### src/rtl/prog_loader_pkg.sv
// Shared definitions for the Simplez serial program loader: FSM state
// encodings, RAM read/write polarity and wire-format constants.
package prog_loader_pkg;

   localparam logic [2:0] ST_IDLE    = 3'd0;
   localparam logic [2:0] ST_CNT_LO  = 3'd1;
   localparam logic [2:0] ST_WAIT_HI = 3'd2;
   localparam logic [2:0] ST_WAIT_LO = 3'd3;
   localparam logic [2:0] ST_DONE    = 3'd4;
   localparam logic [2:0] ST_ERR     = 3'd5;

   // RAM read/write strobe polarity as seen by the Simplez RAM
   localparam logic RW_READ  = 1'b1;
   localparam logic RW_WRITE = 1'b0;

   // Every RAM word travels as a hi byte followed by a lo byte
   localparam int BYTES_PER_WORD = 2;

   // The word count header is a 16-bit big-endian value
   localparam int COUNT_W = 16;

   // True in the states where a load is in flight and the idle timer runs
   function automatic logic is_loading(input logic [2:0] st);
      return (st == ST_CNT_LO) || (st == ST_WAIT_HI) || (st == ST_WAIT_LO);
   endfunction

endpackage

### src/rtl/prog_loader_rx_timeout.sv
// Inter-byte idle timer: a down-counter that is reloaded whenever a byte
// arrives (or the loader is not loading) and flags expiry for one cycle
// when the last tolerated idle cycle passes without a byte.
module rx_timeout
   import prog_loader_pkg::*;
#(
   parameter int TIMEOUT = 1200000
) (
   input  logic clk,
   input  logic rst,
   input  logic clear,
   input  logic enable,
   output logic expire
);

   localparam int CW = $clog2(TIMEOUT + 1);
   localparam logic [CW-1:0] LOAD = CW'(TIMEOUT - 1);

   logic [CW-1:0] cnt_q;
   logic [CW-1:0] cnt_d;

   // Reload on clear, otherwise count down while enabled and park at zero
   always_comb begin
      cnt_d = cnt_q;
      if (clear) begin
         cnt_d = LOAD;
      end else if (enable && (cnt_q != '0)) begin
         cnt_d = cnt_q - CW'(1);
      end
   end

   // Counter register, reloaded on reset so a fresh load starts full
   always_ff @(posedge clk) begin
      if (rst) begin
         cnt_q <= LOAD;
      end else begin
         cnt_q <= cnt_d;
      end
   end

   // A byte arriving on the expiry cycle clears the timer, so it suppresses expiry
   assign expire = enable && !clear && (cnt_q == '0);

endmodule

### src/rtl/prog_loader.sv
// Serial program loader for the Simplez RAM. Takes a UART byte stream
// (count_hi, count_lo, then hi/lo per word), writes words from address 0,
// holds the CPU while loading and reports done/err/checksum.
module prog_loader
   import prog_loader_pkg::*;
#(
   parameter int AW      = 9,
   parameter int DW      = 12,
   parameter int TIMEOUT = 1200000
) (
   input  logic          clk,
   input  logic          rst,
   input  logic [7:0]    rx_data,
   input  logic          rx_valid,
   output logic [AW-1:0] ram_addr,
   output logic          ram_rw,
   output logic [DW-1:0] ram_data,
   output logic          busy,
   output logic          done,
   output logic          err,
   output logic [DW-1:0] checksum,
   output logic          cpu_hold
);

   // Number of meaningful bits carried by the hi byte of each word
   localparam int HI_BITS = DW - 8 * (BYTES_PER_WORD - 1);
   // RAM depth widened so a count equal to the depth compares correctly
   localparam logic [COUNT_W:0] NPOS_EXT = (COUNT_W + 1)'(2 ** AW);

   logic [2:0]         state_q,    state_d;
   logic [COUNT_W-1:0] count_q,    count_d;
   logic [HI_BITS-1:0] hi_q,       hi_d;
   logic [AW-1:0]      index_q,    index_d;
   logic [AW-1:0]      ram_addr_q, ram_addr_d;
   logic               ram_rw_q,   ram_rw_d;
   logic [DW-1:0]      ram_data_q, ram_data_d;
   logic               busy_q,     busy_d;
   logic               done_q,     done_d;
   logic               err_q,      err_d;
   logic [DW-1:0]      checksum_q, checksum_d;
   logic               cpu_hold_q, cpu_hold_d;

   logic               loading;
   logic               tmo_expire;
   logic [COUNT_W-1:0] count_w;
   logic [DW-1:0]      word_w;
   logic               last_word;

   assign loading   = is_loading(state_q);
   assign count_w   = {count_q[COUNT_W-1:8], rx_data};
   assign word_w    = {hi_q, rx_data};
   assign last_word = ({{(COUNT_W - AW){1'b0}}, index_q} == (count_q - COUNT_W'(1)));

   rx_timeout #(
      .TIMEOUT (TIMEOUT)
   ) u_rx_timeout (
      .clk    (clk),
      .rst    (rst),
      .clear  (rx_valid || !loading),
      .enable (loading),
      .expire (tmo_expire)
   );

   // Next-state, word assembly and registered-output computation
   always_comb begin
      state_d    = state_q;
      count_d    = count_q;
      hi_d       = hi_q;
      index_d    = index_q;
      ram_addr_d = ram_addr_q;
      ram_rw_d   = RW_READ;
      ram_data_d = ram_data_q;
      busy_d     = busy_q;
      done_d     = done_q;
      err_d      = err_q;
      checksum_d = checksum_q;
      cpu_hold_d = cpu_hold_q;

      case (state_q)
         ST_IDLE, ST_DONE, ST_ERR: begin
            if (rx_valid) begin
               count_d    = {rx_data, 8'h00};
               index_d    = '0;
               checksum_d = '0;
               done_d     = 1'b0;
               err_d      = 1'b0;
               busy_d     = 1'b1;
               cpu_hold_d = 1'b1;
               state_d    = ST_CNT_LO;
            end
         end

         ST_CNT_LO: begin
            if (rx_valid) begin
               count_d = count_w;
               if (count_w == '0) begin
                  busy_d     = 1'b0;
                  cpu_hold_d = 1'b0;
                  done_d     = 1'b1;
                  state_d    = ST_DONE;
               end else if ({1'b0, count_w} > NPOS_EXT) begin
                  busy_d  = 1'b0;
                  err_d   = 1'b1;
                  state_d = ST_ERR;
               end else begin
                  state_d = ST_WAIT_HI;
               end
            end else if (tmo_expire) begin
               busy_d  = 1'b0;
               err_d   = 1'b1;
               state_d = ST_ERR;
            end
         end

         ST_WAIT_HI: begin
            if (rx_valid) begin
               hi_d    = rx_data[HI_BITS-1:0];
               state_d = ST_WAIT_LO;
            end else if (tmo_expire) begin
               busy_d  = 1'b0;
               err_d   = 1'b1;
               state_d = ST_ERR;
            end
         end

         ST_WAIT_LO: begin
            if (rx_valid) begin
               ram_data_d = word_w;
               ram_addr_d = index_q;
               ram_rw_d   = RW_WRITE;
               checksum_d = checksum_q + word_w;
               index_d    = index_q + AW'(1);
               if (last_word) begin
                  busy_d     = 1'b0;
                  cpu_hold_d = 1'b0;
                  done_d     = 1'b1;
                  state_d    = ST_DONE;
               end else begin
                  state_d = ST_WAIT_HI;
               end
            end else if (tmo_expire) begin
               busy_d  = 1'b0;
               err_d   = 1'b1;
               state_d = ST_ERR;
            end
         end

         default: begin
            state_d = ST_IDLE;
         end
      endcase
   end

   // State and output registers with synchronous reset to the idle values
   always_ff @(posedge clk) begin
      if (rst) begin
         state_q    <= ST_IDLE;
         count_q    <= '0;
         hi_q       <= '0;
         index_q    <= '0;
         ram_addr_q <= '0;
         ram_rw_q   <= RW_READ;
         ram_data_q <= '0;
         busy_q     <= 1'b0;
         done_q     <= 1'b0;
         err_q      <= 1'b0;
         checksum_q <= '0;
         cpu_hold_q <= 1'b0;
      end else begin
         state_q    <= state_d;
         count_q    <= count_d;
         hi_q       <= hi_d;
         index_q    <= index_d;
         ram_addr_q <= ram_addr_d;
         ram_rw_q   <= ram_rw_d;
         ram_data_q <= ram_data_d;
         busy_q     <= busy_d;
         done_q     <= done_d;
         err_q      <= err_d;
         checksum_q <= checksum_d;
         cpu_hold_q <= cpu_hold_d;
      end
   end

   assign ram_addr = ram_addr_q;
   assign ram_rw   = ram_rw_q;
   assign ram_data = ram_data_q;
   assign busy     = busy_q;
   assign done     = done_q;
   assign err      = err_q;
   assign checksum = checksum_q;
   assign cpu_hold = cpu_hold_q;

endmodule

### config.mk
export PLATFORM = sky130hd
export DESIGN_NAME = prog_loader
export DESIGN_NICKNAME = d
export VERILOG_FILES = /design/src/rtl/prog_loader_pkg.sv /design/src/rtl/prog_loader_rx_timeout.sv /design/src/rtl/prog_loader.sv
export SDC_FILE = /design/constraint.sdc
export NUM_CORES = 1
export LEC_CHECK = 0
export BUFFER_PORTS_ARGS = -buffer_cell sky130_fd_sc_hd__buf_4
export CORE_MARGIN = 1
export CORE_UTILIZATION = 60
export CTS_CLUSTER_SIZE = 12
export DETAILED_ROUTE_END_ITERATION = 7
export PLACE_DENSITY_LB_ADDON = 0.15
export SLEW_MARGIN = 30
export SYNTH_ARGS = -nofsm -noshare
export SYNTH_HDL_FRONTEND = slang
export SYNTH_SLANG_ARGS = --single-unit
### constraint.sdc
create_clock -name clk -period 5 [get_ports clk]
set_clock_uncertainty 0.1 [all_clocks]
set_input_delay 1 -clock clk [delete_from_list [all_inputs] [get_ports clk]]
set_output_delay 1 -clock clk [all_outputs]
set_load 0.05 [all_outputs]
==> run summary <==
status - finished, final reports clean
main flop type after synthesis - dfxtp_1
H-Tree Depth - 3
Max Fclk - 351 MHz
Die W - 89.1 µm
Post-synth EDFFs - 0
clock net sink count - 91
largest net degree at the start of global routing - 71
worst hold path type - register to register
period utilisation layout - 56.9%
worst skew pair latency - 0.36 ns
Final ANT Viol Nets - 0
WP data required - 5.16 ns
Hold Vio Cnt, Final - 0
Async SR Flop Fraction - 0%
sequential-to-total area share from yosys stat - 40.0%
# rows - 31
Detailed Routing Iterations Pass 1 - 5
Die Footprint - 0.00794 mm²
Rel. slew slack - 44.8%
Synth Area per Inst - 8.10 µm²
final non-filler cell total - 701
Filler Cells Inserted - 621
CP startpoint kind - input port
Yosys warning total - 0
Post-Syn Area - 0.00455 mm²
post-DP HPWL - 7580 µm
Crit Path Class - input port to register
# setup viols final - 0
DR WL/cell - 15.4 µm
number of DRC markers in iteration 0 - 333
setup bufs post-CTS - 0
flip-flop and latch count after synthesis - 91
GRT Overall Usage - 28.8%
Max-cap violations - 0
clk slew on worst S/H paths - 0.09 ns
Syn-to-layout area delta - 13.4%
Die Y - 89.1 µm
unrepaired setup endpoints after global routing - false
fin crit period - 2.85 ns
number of global-route vias before repair - 3847
initial antenna violation count - 0
power density cells - 276 mW/mm²
grt total ovfl - 0
storage element area - 0.00182 mm²
cells after synthesis - 562
Post-CTS Hold Fix Bufs - 0
Vias per Instance - 6.01
CTS buffer count - 9
Post-CTS Resized - 0
DR vias - 4212
Final Cell Area - 0.00516 mm²
fin nets - 624
fin. max-slew vios - 0
DRC - 0
Critical Path AT - 3.00 ns
ANT cells - 0
gpl congestion - 0.887
Unique masters post-synth - 57
setup TNS - 0 ns
IO Pins - 49
Max VDD drop - 187 µV
CTS tree - built
global-route wire length before repair - 17800 µm
Crit. End Element - register
core area - 0.00729 mm²
Inst Count DP - 685
Post-Syn Nets - 589
clock buffer depth - 2
port buffer count - 48
Worst Max-Slew Pin Slew - 0.821 ns
final wirelength - 10800 µm
Root Buffer - clkbuf_8
CP Max Fanout - 6
LEAKAGE - 1.95 nW
area of placed instances - 0.00496 mm²
multi-input logic area - 0.00258 mm²
Initial Utilization - 62.5%
share of layout cells above drive strength 1 - 12.6%
## state kept, by name, indices dropped and copies added, names as in the netlist
signal              count
u_rx_timeout.cnt_q     21
count_q                16
checksum               12
ram_data               12
index_q                 9
ram_addr                9
hi_q                    4
state_q                 3
busy                    1
cpu_hold                1
done                    1
err                     1
ram_rw                  1
## metal layers
metal | vias to the layer above | share of wire (%) | routed length, µm | GRT usage, %
met2 | 123 | 49 | 5330 | 47.9
li1 | 2060 | - | - | -
met4 | 0 | 1.8 | 193 | 11.1
met1 | 2009 | 44 | 4790 | 38.0
met3 | 20 | 4.6 | 496 | 3.88
met5 | - | 0 | 0 | 0
## power by group
| group | total, mW | internal, mW | leakage (nW) | switching, mW |
|---|---|---|---|---|
| Combinational | 0.164 | 0.0550 | 1.12 | 0.109 |
| Clock | 0.505 | 0.234 | 0.0962 | 0.271 |
| Sequential | 0.756 | 0.738 | 0.736 | 0.0182 |
## worst paths after layout
kind,from,endpoint,slack (ns),cells past startpoint
setup / recovery,rx_data[0],checksum[10],2.15,9
hold / removal,ram_addr[4],ram_addr[4],0.36,2
setup reg to reg,state_q[0],index_q[7],2.46,6
hold reg to reg,ram_addr[4],ram_addr[4],0.36,2
## cell type report
class	instances	share of cell area [%]
Clock buffer	9	2.40
Clock inverter	7	1.48
Inverter	13	0.945
Multi-Input combinational cell	431	50.1
Sequential cell	91	35.3
Tap cell	99	2.40
Timing Repair Buffer	51	7.42
## synthesized netlist by cell type, types with 2 or more instances
| cell | count | area, µm² |
|---|---|---|
| dfxtp_1 | 91 | 1820 |
| nand2_1 | 80 | 300 |
| nor2_1 | 65 | 244 |
| a21oi_1 | 51 | 255 |
| xnor2_1 | 27 | 236 |
| clkbuf_1 | 24 | 90.1 |
| nor3_1 | 22 | 110 |
| a22oi_1 | 18 | 135 |
| o21ai_0 | 18 | 90.1 |
| ha_1 | 15 | 188 |
| inv_1 | 13 | 48.8 |
| nand3_1 | 13 | 65.1 |
| xor2_1 | 13 | 114 |
| a31oi_1 | 8 | 50.1 |
| or3_1 | 8 | 50.1 |
| nor4_1 | 7 | 43.8 |
| a21o_1 | 6 | 45.0 |
| and3_1 | 5 | 31.3 |
| nand3b_1 | 5 | 37.5 |
| nand4_1 | 5 | 31.3 |
| mux2i_1 | 4 | 40.0 |
| nand2b_1 | 4 | 25.0 |
| nor2b_1 | 4 | 25.0 |
| o21bai_1 | 4 | 30.0 |
| a211oi_1 | 3 | 22.5 |
| a41oi_1 | 3 | 26.3 |
| buf_1 | 3 | 11.3 |
| o2111ai_1 | 3 | 26.3 |
| o211ai_1 | 3 | 22.5 |
| o31ai_1 | 3 | 22.5 |
| or2_2 | 3 | 18.8 |
| a32o_1 | 2 | 20.0 |
| a41o_1 | 2 | 20.0 |
| nor4b_1 | 2 | 17.5 |
| o21a_1 | 2 | 15.0 |
| or4_1 | 2 | 15.0 |
## cell usage in the layout, fill, tap and decap left out, types with 15 or more instances in the layout
master   netlist  routed
nor3_1        22      22
o21ai_0       18      18
xnor2_1       27      27
nand2_1       80      80
dfxtp_1       91      91
buf_4          0      51
nor2_1        65      64
a22oi_1       18      18
a21oi_1       51      51
ha_1          15      15
## stage by stage
stage,power (mW),hold WS [ns],util (%),setup slack (ns)
floorplan,0.887,0.336,-,2.16
global placement,0.929,0.342,68.1,1.86
detailed placement,0.934,0.348,68.1,1.83
CTS,1.43,0.360,70.8,2.20
global route,1.48,0.376,70.8,2.04
finish,1.42,0.358,70.8,2.15
## kinds of logic after synthesis
family	synth area share (%)
buf+inv	3.30
simple gates	24.3
fa+ha+maj	4.56
mux	0.879
xor+xnor	7.69
compound gates	19.3
flops	40.0
## critical path, cell delays in order
cell	delay, ns
buf_4	0.14
ha_1	0.24
fa_1	0.43
a211oi_1	0.31
o21ai_0	0.21
a41o_1	0.26
a21oi_1	0.16
xor2_1	0.16
o21ai_0	0.08
Note: power is estimated with default switching activity, not from simulation.
